<file path="config.mk">
export PLATFORM = sky130hd
export DESIGN_NAME = fifo_enq_arbiter
export DESIGN_NICKNAME = d
export VERILOG_FILES = /design/src/rtl/fifo_enq_arbiter.sv
export SDC_FILE = /design/constraint.sdc
export NUM_CORES = 1
export LEC_CHECK = 0
export CORE_ASPECT_RATIO = 1.4
export CORE_MARGIN = 1
export CORE_UTILIZATION = 27
export DETAILED_ROUTE_END_ITERATION = 8
export PLACE_DENSITY_LB_ADDON = 0.08
export SYNTH_ARGS = -nofsm -noshare
export SYNTH_HDL_FRONTEND = slang
export SYNTH_SLANG_ARGS = --single-unit
export TNS_END_PERCENT = 20
</file>
<file path="constraint.sdc">
create_clock -name i_clk -period 2.25 [get_ports i_clk]
set_clock_uncertainty 0.2 [all_clocks]
set_input_delay 0.45 -clock i_clk [delete_from_list [all_inputs] [get_ports i_clk]]
set_output_delay 0.45 -clock i_clk [all_outputs]
set_load 0.05 [all_outputs]
</file>
<file path="src/rtl/fifo_enq_arbiter.sv">
// Round-robin arbiter that grants one of NREQ valid/ready streams at a time
// and forwards up to BURST beats per grant into a FIFO enqueue port.
module fifo_enq_arbiter #(
  parameter int WIDTH = 32,
  parameter int NREQ  = 4,
  parameter int BURST = 4
) (
  input  logic                  i_clk,
  input  logic                  i_rst,
  input  logic [NREQ-1:0]       i_in_valid,
  input  logic [NREQ*WIDTH-1:0] i_in_data,
  output logic [NREQ-1:0]       o_in_ready,
  output logic                  o_out_valid,
  output logic [WIDTH-1:0]      o_out_data,
  input  logic                  i_out_ready,
  output logic                  o_grant_valid,
  output logic [$clog2(NREQ)-1:0] o_grant_id
);

  localparam int LOGNREQ = $clog2(NREQ);
  localparam int BCW     = (BURST > 1) ? $clog2(BURST) : 1;

  localparam logic [0:0] ST_IDLE  = 1'b0;
  localparam logic [0:0] ST_GRANT = 1'b1;

  logic [0:0]         r_state;
  logic [LOGNREQ-1:0] r_grant_id;
  logic [LOGNREQ-1:0] r_last_winner;
  logic [BCW-1:0]     r_beat_cnt;

  logic [WIDTH-1:0]   w_data_arr [NREQ];
  logic               w_grant;
  logic               w_sel_valid;
  logic               w_fire;
  logic               w_release;
  logic               w_found;
  logic [LOGNREQ-1:0] w_winner;
  logic [LOGNREQ-1:0] w_idx;

  for (genvar g = 0; g < NREQ; g++) begin : g_unpack
    assign w_data_arr[g] = i_in_data[g*WIDTH +: WIDTH];
  end

  assign w_grant     = (r_state == ST_GRANT);
  assign w_sel_valid = i_in_valid[r_grant_id];
  assign w_fire      = o_out_valid && i_out_ready;
  // A grant ends on its last beat or as soon as the holder stops offering data.
  assign w_release   = w_grant &&
                       (!w_sel_valid || (w_fire && (r_beat_cnt == BCW'(BURST-1))));

  // Round-robin search starting just after the previous winner; k == NREQ wraps to last_winner itself.
  always_comb begin
    w_found  = 1'b0;
    w_winner = r_last_winner;
    w_idx    = r_last_winner;
    for (int k = 1; k <= NREQ; k++) begin
      w_idx = r_last_winner + LOGNREQ'(k);
      if (!w_found && i_in_valid[w_idx]) begin
        w_found  = 1'b1;
        w_winner = w_idx;
      end else begin
        w_found  = w_found;
      end
    end
  end

  // Output steering toward the granted requester.
  always_comb begin
    o_in_ready    = {NREQ{1'b0}};
    o_grant_valid = w_grant;
    o_grant_id    = r_grant_id;
    if (w_grant) begin
      o_out_valid = w_sel_valid;
      o_out_data  = w_data_arr[r_grant_id];
      for (int i = 0; i < NREQ; i++) begin
        o_in_ready[i] = (r_grant_id == LOGNREQ'(i)) && i_out_ready;
      end
    end else begin
      o_out_valid = 1'b0;
      o_out_data  = {WIDTH{1'b0}};
    end
  end

  // State, grant holder, round-robin pointer and beat counter.
  always_ff @(posedge i_clk) begin
    if (i_rst) begin
      r_state       <= ST_IDLE;
      r_grant_id    <= {LOGNREQ{1'b0}};
      r_last_winner <= LOGNREQ'(NREQ-1);
      r_beat_cnt    <= {BCW{1'b0}};
    end else begin
      case (r_state)
        ST_IDLE: begin
          if (w_found) begin
            r_grant_id <= w_winner;
            r_beat_cnt <= {BCW{1'b0}};
            r_state    <= ST_GRANT;
          end
        end
        ST_GRANT: begin
          if (w_release) begin
            r_last_winner <= r_grant_id;
            r_beat_cnt    <= {BCW{1'b0}};
            r_state       <= ST_IDLE;
          end else if (w_fire) begin
            r_beat_cnt <= r_beat_cnt + BCW'(1);
          end
        end
        default: begin
          r_state    <= ST_IDLE;
          r_beat_cnt <= {BCW{1'b0}};
        end
      endcase
    end
  end

endmodule
</file>
# Word level (Yosys, flattened, before mapping)
# Index checks and enable logic that the tools add are counted.
[totals]
reg_bits = 7
latchBits = 0
ram_bits = 0
romBits = 0
input_bits = 135
output_inout_bits = 40
memories = 0
[classes]
n_addsub = 4
n_mul = 0
n_div = 0
n_lt_le_gt_ge = 6
n_eq_ne = 6
n_shift = 0
muxes = 31
bitwise = 2
reduce_logical = 19
[op_table]
columns = ["op", "n"]
rows = [
  ["two-way mux 32 bit", 3],
  ["binary-select mux 32 bit (select 2 bit)", 1],
  ["< comparator 2 x 3 -> 1 bit (second input constant)", 5],
  ["two-way mux 2 bit", 7],
  ["two-way mux 1 bit", 12],
  ["binary-select mux 1 bit (select 2 bit)", 5],
  ["logical AND 1 bit", 10],
  ["== test 2 bit (second input constant)", 3],
  ["AND reduction 2 bit", 3],
  ["adder 2 x 1 -> 2 bit (second input constant)", 2],
  ["adder 2 bit (second input constant)", 2],
  ["zero test 1 bit", 4],
  ["two-way mux 4 bit", 1],
  ["one-hot mux 2 bit (2 select lines)", 1],
  ["greater-or-equal comparator 3 bit (second input constant)", 1],
  ["inequality test 3 x 1 -> 1 bit (second input constant)", 1],
  ["inverter 2 -> 3 bit", 1],
  ["== test 2 x 1 -> 1 bit (second input constant)", 1],
  ["zero test 2 bit", 1],
  ["inequality test 2 bit (second input constant)", 1],
  ["one-hot mux 1 bit (2 select lines)", 1],
  ["logical OR 1 bit", 1],
  ["inverter 1 bit", 1],
]

# Longest topological paths before layout
# Gate-level depths: netlist of the first run.
[logic_depth]
depth_word = 15
ltp_mapped = 5
ltp_nobuf = 5

# Worst setup path before layout of the first run
# OpenSTA, ideal clock, no wires.
[synth_timing]
path_kind = "reg-to-output"
startpoint = "reg r_grant_id[0], in the netlist o_grant_id[0]"
endpoint = "out o_in_ready[1]"
t_arrival_ns = 2.219
path_slack_ns = -0.619
path_stages_with_launch = 5
n_path_buf = 2
path_cell_list = "dfxtp_1 -> buf_6 -> buf_6 -> inv_1 -> nor3_1"
[synth_between]
elab_chain_len = 3
[synth_rtl]
columns = ["item", "line_no", "text"]
rows = [
  ["start, declared", "27", "logic [LOGNREQ-1:0] r_grant_id;"],
  ["start signal, assigned", "88", "r_grant_id <= {LOGNREQ{1'b0}};"],
  ["start signal, assigned", "95", "r_grant_id <= w_winner;"],
  ["== test 2 x 1 -> 1 bit", "76", "o_in_ready[i] = (r_grant_id == LOGNREQ'(i)) && i_out_ready;"],
  ["logical AND 1 bit", "76", ""],
  ["two-way mux 4 bit", "72", "if (w_grant) begin"],
  ["end, declared", "12", "output logic [NREQ-1:0] o_in_ready,"],
]
# No other way between the ends.

# Final worst setup path of the first run
[layout_timing]
startpoint = "reg r_grant_id[0], in the netlist o_grant_id[0]"
endpoint = "out o_out_data[10]"
[layout_between]
elab_chain_len = 5
[layout_rtl]
columns = ["item", "line_no", "text"]
rows = [
  ["inverter 2 -> 3 bit (implied by the code)", "74", "o_out_data = w_data_arr[r_grant_id];"],
  ["binary-select mux 32 bit (select 2 bit)", "74", ""],
  ["two-way mux 32 bit (implied by the code) (2 in series)", "74", ""],
  ["two-way mux 32 bit", "72", ""],
  ["end, declared", "14", "output logic [WIDTH-1:0] o_out_data,"],
]
# No other way between the ends. The select of a mux whose other input is x is not followed.

==> run summary, run 1 <==
Global Route Usage Sum = 0.231
asr flop ratio synth = 0
io pins = 175
part of the cycle the worst path needs = 1.03
Worst Path Buf+Inv = 3
Worst Hold Class = reg2reg
Power Density = 408 nW/µm²
final worst setup slack = -76.3 ps
CP endpoint kind = output pin
initial core utilization = 0.286
RSZ-0062 raised after global routing = true
setup TNS = -1250 ps
sequential share of the synthesized area = 0.0990
Worst slew margin = 0.766
Antenna Cells = 0
hold path cells = 1
Antenna Violating Nets Remaining = 0
nets = 452
hpwl dp = 5450 µm
Top delay family on crit path = multiplexers
outcome = finished with violations
port bufs = 174
most used cell, CP = buf_12
Fin. Hold Viols = 0
drt first pass iters = 4
worst slew pin tran = 347 ps
Final min period = 2330 ps
most common library cells after synthesis = 33 x and2_1, 33 x mux4_2, 7 x dfxtp_1, 7 x nor2_1, 6 x o21ai_0
Critical Path Source Type = flip-flop
kind of critical path = reg2out
DRC Markers = 0
top cells by area, synth = mux4_2 53%, and2_1 15%, dfxtp_1 9.9%
Synth-to-Final Area Change = 159%
leak pwr = 1.50 nW
CTS tree = yes
Via density = 4.96
Fillers = 371
post-synth top area cell = mux4_2
Non-Filler Instances = 379
Cells after Synth = 129
clock sinks = 7
vias in the first global route = 1790
cells on worst reg2reg path = 7
post-DR wirelength/cell = 18.0 µm
fin. max-slew vios = 0
Worst path depth = 5
Worst path slowest cell = mux4_2
f_max = 0.430 GHz
total die area = 5540 µm²
syn nets = 265
die width = 63.2 µm
global-route wire length before repair = 9850 µm
synthesized flop and latch total = 7
number of max-cap violations = 0
area share of the leading cell type in the synthesized netlist = 0.525
number of H-tree levels = 1
Warnings, synthesis = 0
Post-synth EDFFs = 0
maximum vdd drop = 0.380 mV
worst path cell trace = buf_12, buf_12, mux4_2, and2_4, buf_8
# rows = 30
Inst Count DP = 369
initial antenna violation count = 0
Syn Area/Cell = 11.0 µm²
failing checks = negative setup slack
Yosys cell types = 26
gpl congestion = 0.738
share of cells above drive strength 1 = 0.419
CP required = 1600 ps
Detailed Route Iter0 Violations = 63
Main synth FF type = dfxtp_1
deepest clock path buffer count = 2
largest net degree at the start of global routing = 31
CP max FO = 6
number of clock buffers inserted by TritonCTS = 3
Largest stage delay, worst path = 500 ps
worst-skew pair later-pin latency = 230 ps
Arr. time, crit path = 1680 ps
Netlist Area Pre-Place = 1420 µm²
Worst-path clk slew = 40 ps
total gr overflow = 0
Vias = 1881
Final Setup Violations = 31
core area = 4950 µm²
Clk Tree Root Cell = clkbuf_8
CTS Hold Buffers Added = 0
DIE HEIGHT = 87.7 µm
DRT Wirelength = 6810 µm
metal layers:
| layer | wire length [µm] | GRT usage | vias up |
|---|---|---|---|
| met5 | 0 | 0 | - |
| met2 | 3760 | 0.423 | 84 |
| li1 | - | - | 879 |
| met3 | 430 | 0.0352 | 14 |
| met1 | 2440 | 0.271 | 904 |
| met4 | 172 | 0.0888 | 0 |
timing repair:
item | in CTS | in global routing
resized for setup | 58 | 23
gates cloned | 1 | 0
hold endpoints to repair | 0 | 0
pin swaps | 1 | 0
setup buffers | 6 | 1
setup endpoints to repair | 33 | 33
final timing paths:
kind	start	endpoint	slack, ps
worst min register to register	r_beat_cnt[1]$_SDFFE_PP0P_	r_beat_cnt[1]$_SDFFE_PP0P_	280
worst min-delay path	r_beat_cnt[1]$_SDFFE_PP0P_	r_beat_cnt[1]$_SDFFE_PP0P_	280
worst max register to register	o_grant_id[0]$_SDFFE_PP0P_	r_beat_cnt[0]$_SDFFE_PP0P_	150
worst max-delay path	o_grant_id[0]$_SDFFE_PP0P_	o_out_data[10]	-80
layout make-up:
cell class	instances	area, µm²	area share
Timing Repair Buffer	194	2100	0.574
Inverter	5	18.8	0.00512
Sequential cell	7	145	0.0396
Multi-Input combinational cell	105	1270	0.347
Tap cell	64	80.1	0.0219
Clock buffer	4	45.0	0.0123
sequential cells by signal, summed over array words and instances, names as in the netlist:
register / flops
o_grant_valid: 1
o_grant_id: 2
r_beat_cnt: 2
r_last_winner: 2
cell families after synthesis:
family	after synthesis	share of synthesized area
multiplexers	35	0.541
flip-flops	7	0.0990
adder cells (fa/ha/maj)	1	0.00884
AND/OR/NAND/NOR	53	0.214
buffers and inverters	17	0.0690
AO/OA/AOI/OAI	16	0.0681
placed cells by master, fill, tap and decap left out, drive strengths merged, types with 2 or more instances in the layout:
master         count
buf               60
and2              33
a21oi              4
dfxtp              7
mux4              33
dlymetal6s2s       7
clkdlybuf4s50    122
o21ai              6
inv                5
nor3               2
mux2               2
nor2               7
dlygate4sd2        5
nand2              5
clkbuf             4
power by group:
group / internal [W] / switching, W / leakage (nW)
sequential: 0.000136 / 0.0000153 / 0.0587
combinational: 0.000659 / 0.000509 / 1.42
clock: 0.000123 / 0.0000542 / 0.0228
total: 0.000917 / 0.000579 / 1.50
per-stage QoR:
stage | setup WS, ps | utilization | hold WS [ps] | instance area (µm²) | power [W]
floorplan | -35.3 | - | 246 | 1450 | 0.000731
global placement | -110 | 0.676 | 260 | 3350 | 0.00118
detailed placement | -132 | 0.676 | 272 | 3350 | 0.00119
CTS | -75.7 | 0.731 | 281 | 3620 | 0.00148
global route | -124 | 0.740 | 299 | 3660 | 0.00156
finish | -76.3 | 0.740 | 283 | 3660 | 0.00150
No activity file was read; power rests on OpenSTA's default activity.
==> run 2, diff against run 1 <==
Settings changed: ABC_AREA set to 1, CORE_UTILIZATION 27 to 26, CTS_CLUSTER_DIAMETER set to 30.
==> run summary, run 2 <==
Min-Delay Startpoint = r_beat_cnt[1]$_SDFFE_PP0P_
maximum vdd drop = 0.544 mV (+43%)
RSZ-0062 raised after global routing = true
nets = 578 (+28%)
die width = 62.5 µm (-1.1%)
final worst setup slack = -101 ps (-25.1 ps)
r2r setup slk = 170 ps (+20 ps)
switching pwr = 0.00228 W (+290%)
Arr. time, crit path = 1700 ps (+20 ps)
post-synth top area cell = nand2_1
# rows = 30 (unchanged)
Main synth FF type = dfxtp_1
Worst Hold Class = reg2reg
Clk network pwr share = 0.042 (-0.076)
gpl congestion = 0.837 (+13%)
Largest stage delay, worst path = 370 ps (-130 ps)
worst slew pin tran = 508 ps (+162 ps)
Critical Path Source Type = flip-flop
CP required = 1600 ps (about the same)
syn nets = 386 (+46%)
initial core utilization = 0.273 (-0.0128)
part of the cycle the worst path needs = 1.05 (+0.0111)
drt first pass iters = 5 (+1)
leak pwr = 1.61 nW (+7.4%)
synthesized flop and latch total = 7 (unchanged)
top cells by area, synth = nand2_1 31%, a22oi_1 18%, a31oi_1 15%
Global Route Usage Sum = 0.309 (+0.0771)
Worst path slowest cell = dfxtp_4
reg2reg start = o_grant_id[0]$_SDFFE_PP0P_
worst-skew pair later-pin latency = 230 ps (about the same)
most common library cells after synthesis = 109 x nand2_1, 32 x a22oi_1, 32 x a31oi_1
Post-Route Utilization = 0.900 (+0.160)
Worst-path clk slew = 40 ps (about the same)
hold path cells = 2 (+1)
worst path cell trace = inv_4, nor2_4, buf_12, clkbuf_16, a22oi_1, a31oi_4, buf_12
Reg power frac = 0.060 (-0.041)
Via density = 5.69 (+15%)
number of clock buffers inserted by TritonCTS = 3 (unchanged)
share of cells above drive strength 1 = 0.293 (-0.127)
Worst slew margin = 0.660 (-0.105)
hpwl dp = 6410 µm (+18%)
Yosys cell types = 21 (-19%)
most frequent cell after synthesis = nand2_1
failing checks = negative setup slack
DRT Wirelength = 10800 µm (+59%)
CP endpoint kind = output pin
reg-to-reg endpoint = r_last_winner[0]$_SDFFE_PP1P_
Vias = 2871 (+53%)
Net Sw Frac = 0.519 (+0.132)
Synth-to-Final Area Change = 230%
Fin. Hold Viols = 0 (unchanged)
Top delay family on crit path = buffers and inverters
Post-synth EDFFs = 0 (unchanged)
Worst Path Buf+Inv = 4 (+1)
io pins = 175 (unchanged)
DRC Markers = 0 (unchanged)
CTS Hold Buffers Added = 0 (unchanged)
total die area = 5410 µm² (-2.2%)
number of H-tree levels = 1 (unchanged)
Syn Area/Cell = 5.33 µm² (-51%)
core area = 4880 µm² (-1.5%)
CP max FO = 7 (+1)
post-DR wirelength/cell = 21.5 µm (+20%)
Worst Setup SP = o_grant_id[0]$_SDFFE_PP0P_
kind of critical path = reg2out
Warnings, synthesis = 0 (unchanged)
most frequent cells in the layout = 136 x clkdlybuf4s50_1, 105 x nand2_1, 45 x buf_12, 27 x a22oi_1, 18 x a31oi_4
outcome = finished with violations
vias in the first global route = 2750 (+54%)
most common cell after layout, fill and taps aside = clkdlybuf4s50_1
Antenna Cells = 0 (unchanged)
fin. max-slew vios = 0 (unchanged)
CP endpoint = o_out_data[15]
Power Density = 1000 nW/µm² (+150%)
largest net degree at the start of global routing = 31 (unchanged)
f_max = 0.425 GHz (-1.1%)
cell-internal power = 0.00211 W (+130%)
Final Setup Violations = 27 (-13%)
number of max-cap violations = 0 (unchanged)
Detailed Route Iter0 Violations = 263 (+320%)
Combinational Power Share = 0.898 (+0.117)
clock sinks = 7 (unchanged)
initial antenna violation count = 0 (unchanged)
Netlist Area Pre-Place = 1330 µm² (-5.9%)
total gr overflow = 0 (unchanged)
pre-CTS setup slack = 60.4 ps (+192 ps)
area share of the leading cell type in the synthesized netlist = 0.307 (-0.218)
Fillers = 215 (-42%)
DIE HEIGHT = 86.7 µm (-1.1%)
most used cell, CP = buf_12
cells on worst reg2reg path = 12 (+5)
global-route wire length before repair = 13300 µm (+35%)
Antenna Violating Nets Remaining = 0 (unchanged)
Final min period = 2350 ps (+25.1 ps)
CTS tree = yes
port bufs = 174 (unchanged)
deepest clock path buffer count = 2 (unchanged)
Clk Tree Root Cell = clkbuf_8
sequential share of the synthesized area = 0.105 (+0.00624)
Cells after Synth = 250 (+94%)
asr flop ratio synth = 0 (unchanged)
Worst path depth = 7 (+2)
[run 2: timing repair]
item | 4_1_cts | 5_1_grt
pin swaps | 2 | 10
cloned | 2 | 5
buffers inserted | 2 | 9
gates resized for setup | 8 | 35
hold endpoints to repair | 0 | 0
setup endpoints to repair | 28 | 32
[run 2: worst min path at each step]
stage / to
2_1_floorplan: r_beat_cnt[1]$_SDFFE_PP0P_
3_3_place_gp: r_beat_cnt[1]$_SDFFE_PP0P_
3_5_place_dp: r_beat_cnt[1]$_SDFFE_PP0P_
4_1_cts: r_beat_cnt[1]$_SDFFE_PP0P_
5_1_grt: r_beat_cnt[1]$_SDFFE_PP0P_
6_report: r_beat_cnt[1]$_SDFFE_PP0P_
[run 2: layout make-up]
class / count / area [µm²] / share of cell area
sequential: 7 / 149 / 0.0339
multi-input combinational: 212 / 1500 / 0.342
timing repair buffer: 203 / 2550 / 0.581
clock buffer: 3 / 41.3 / 0.00940
clock inverter: 1 / 5.00 / 0.00114
inverter: 15 / 63.8 / 0.0145
tap: 64 / 80.1 / 0.0182
[run 2: cell families (layout without fill, tap and decap cells)]
family	after synthesis	in the layout	synth area share
fa+ha+maj	1	1	0.00940
simple gates	135	135	0.414
compound gates	76	76	0.383
buf+inv	31	222	0.0883
flops	7	7	0.105
[run 2: per-stage QoR]
stage | instance area, µm² | power, W | cells | hold slack (ps) | TNS, ps
6_report | 4390 | 0.00439 | 505 | 365 | -947
5_1_grt | 4390 | 0.00453 | 505 | 400 | -2190
4_1_cts | 4010 | 0.00380 | 492 | 310 | -440
3_5_place_dp | 3850 | 0.00346 | 484 | 300 | 0
3_3_place_gp | 3850 | 0.00343 | 484 | 280 | 0
2_1_floorplan | 1560 | 0.00193 | 250 | 256 | -4150
[run 2: power by group through the flow]
stage | Combinational (W) | Clock, W | Sequential (W)
final | 0.00395 | 0.000183 | 0.000263
after global routing | 0.00407 | 0.000192 | 0.000268
after CTS | 0.00336 | 0.000181 | 0.000253
after detailed placement | 0.00321 | 0 | 0.000247
after global placement | 0.00318 | 0 | 0.000248
after floorplan | 0.00166 | 0 | 0.000270
[run 2: layer usage]
layer  vias up  wire length [µm]  track usage
li1       1276                 -            -
met1      1345              3510        0.305
met2       189              5800        0.601
met5         -                 0            0
met3        61               746       0.0592
met4         0               782        0.161
[run 2: tightest hold or removal path, stage by stage, from the launching register on]
cell and delay, ps:
dfxtp_1 330, a21oi_1 130, nor2_1 60
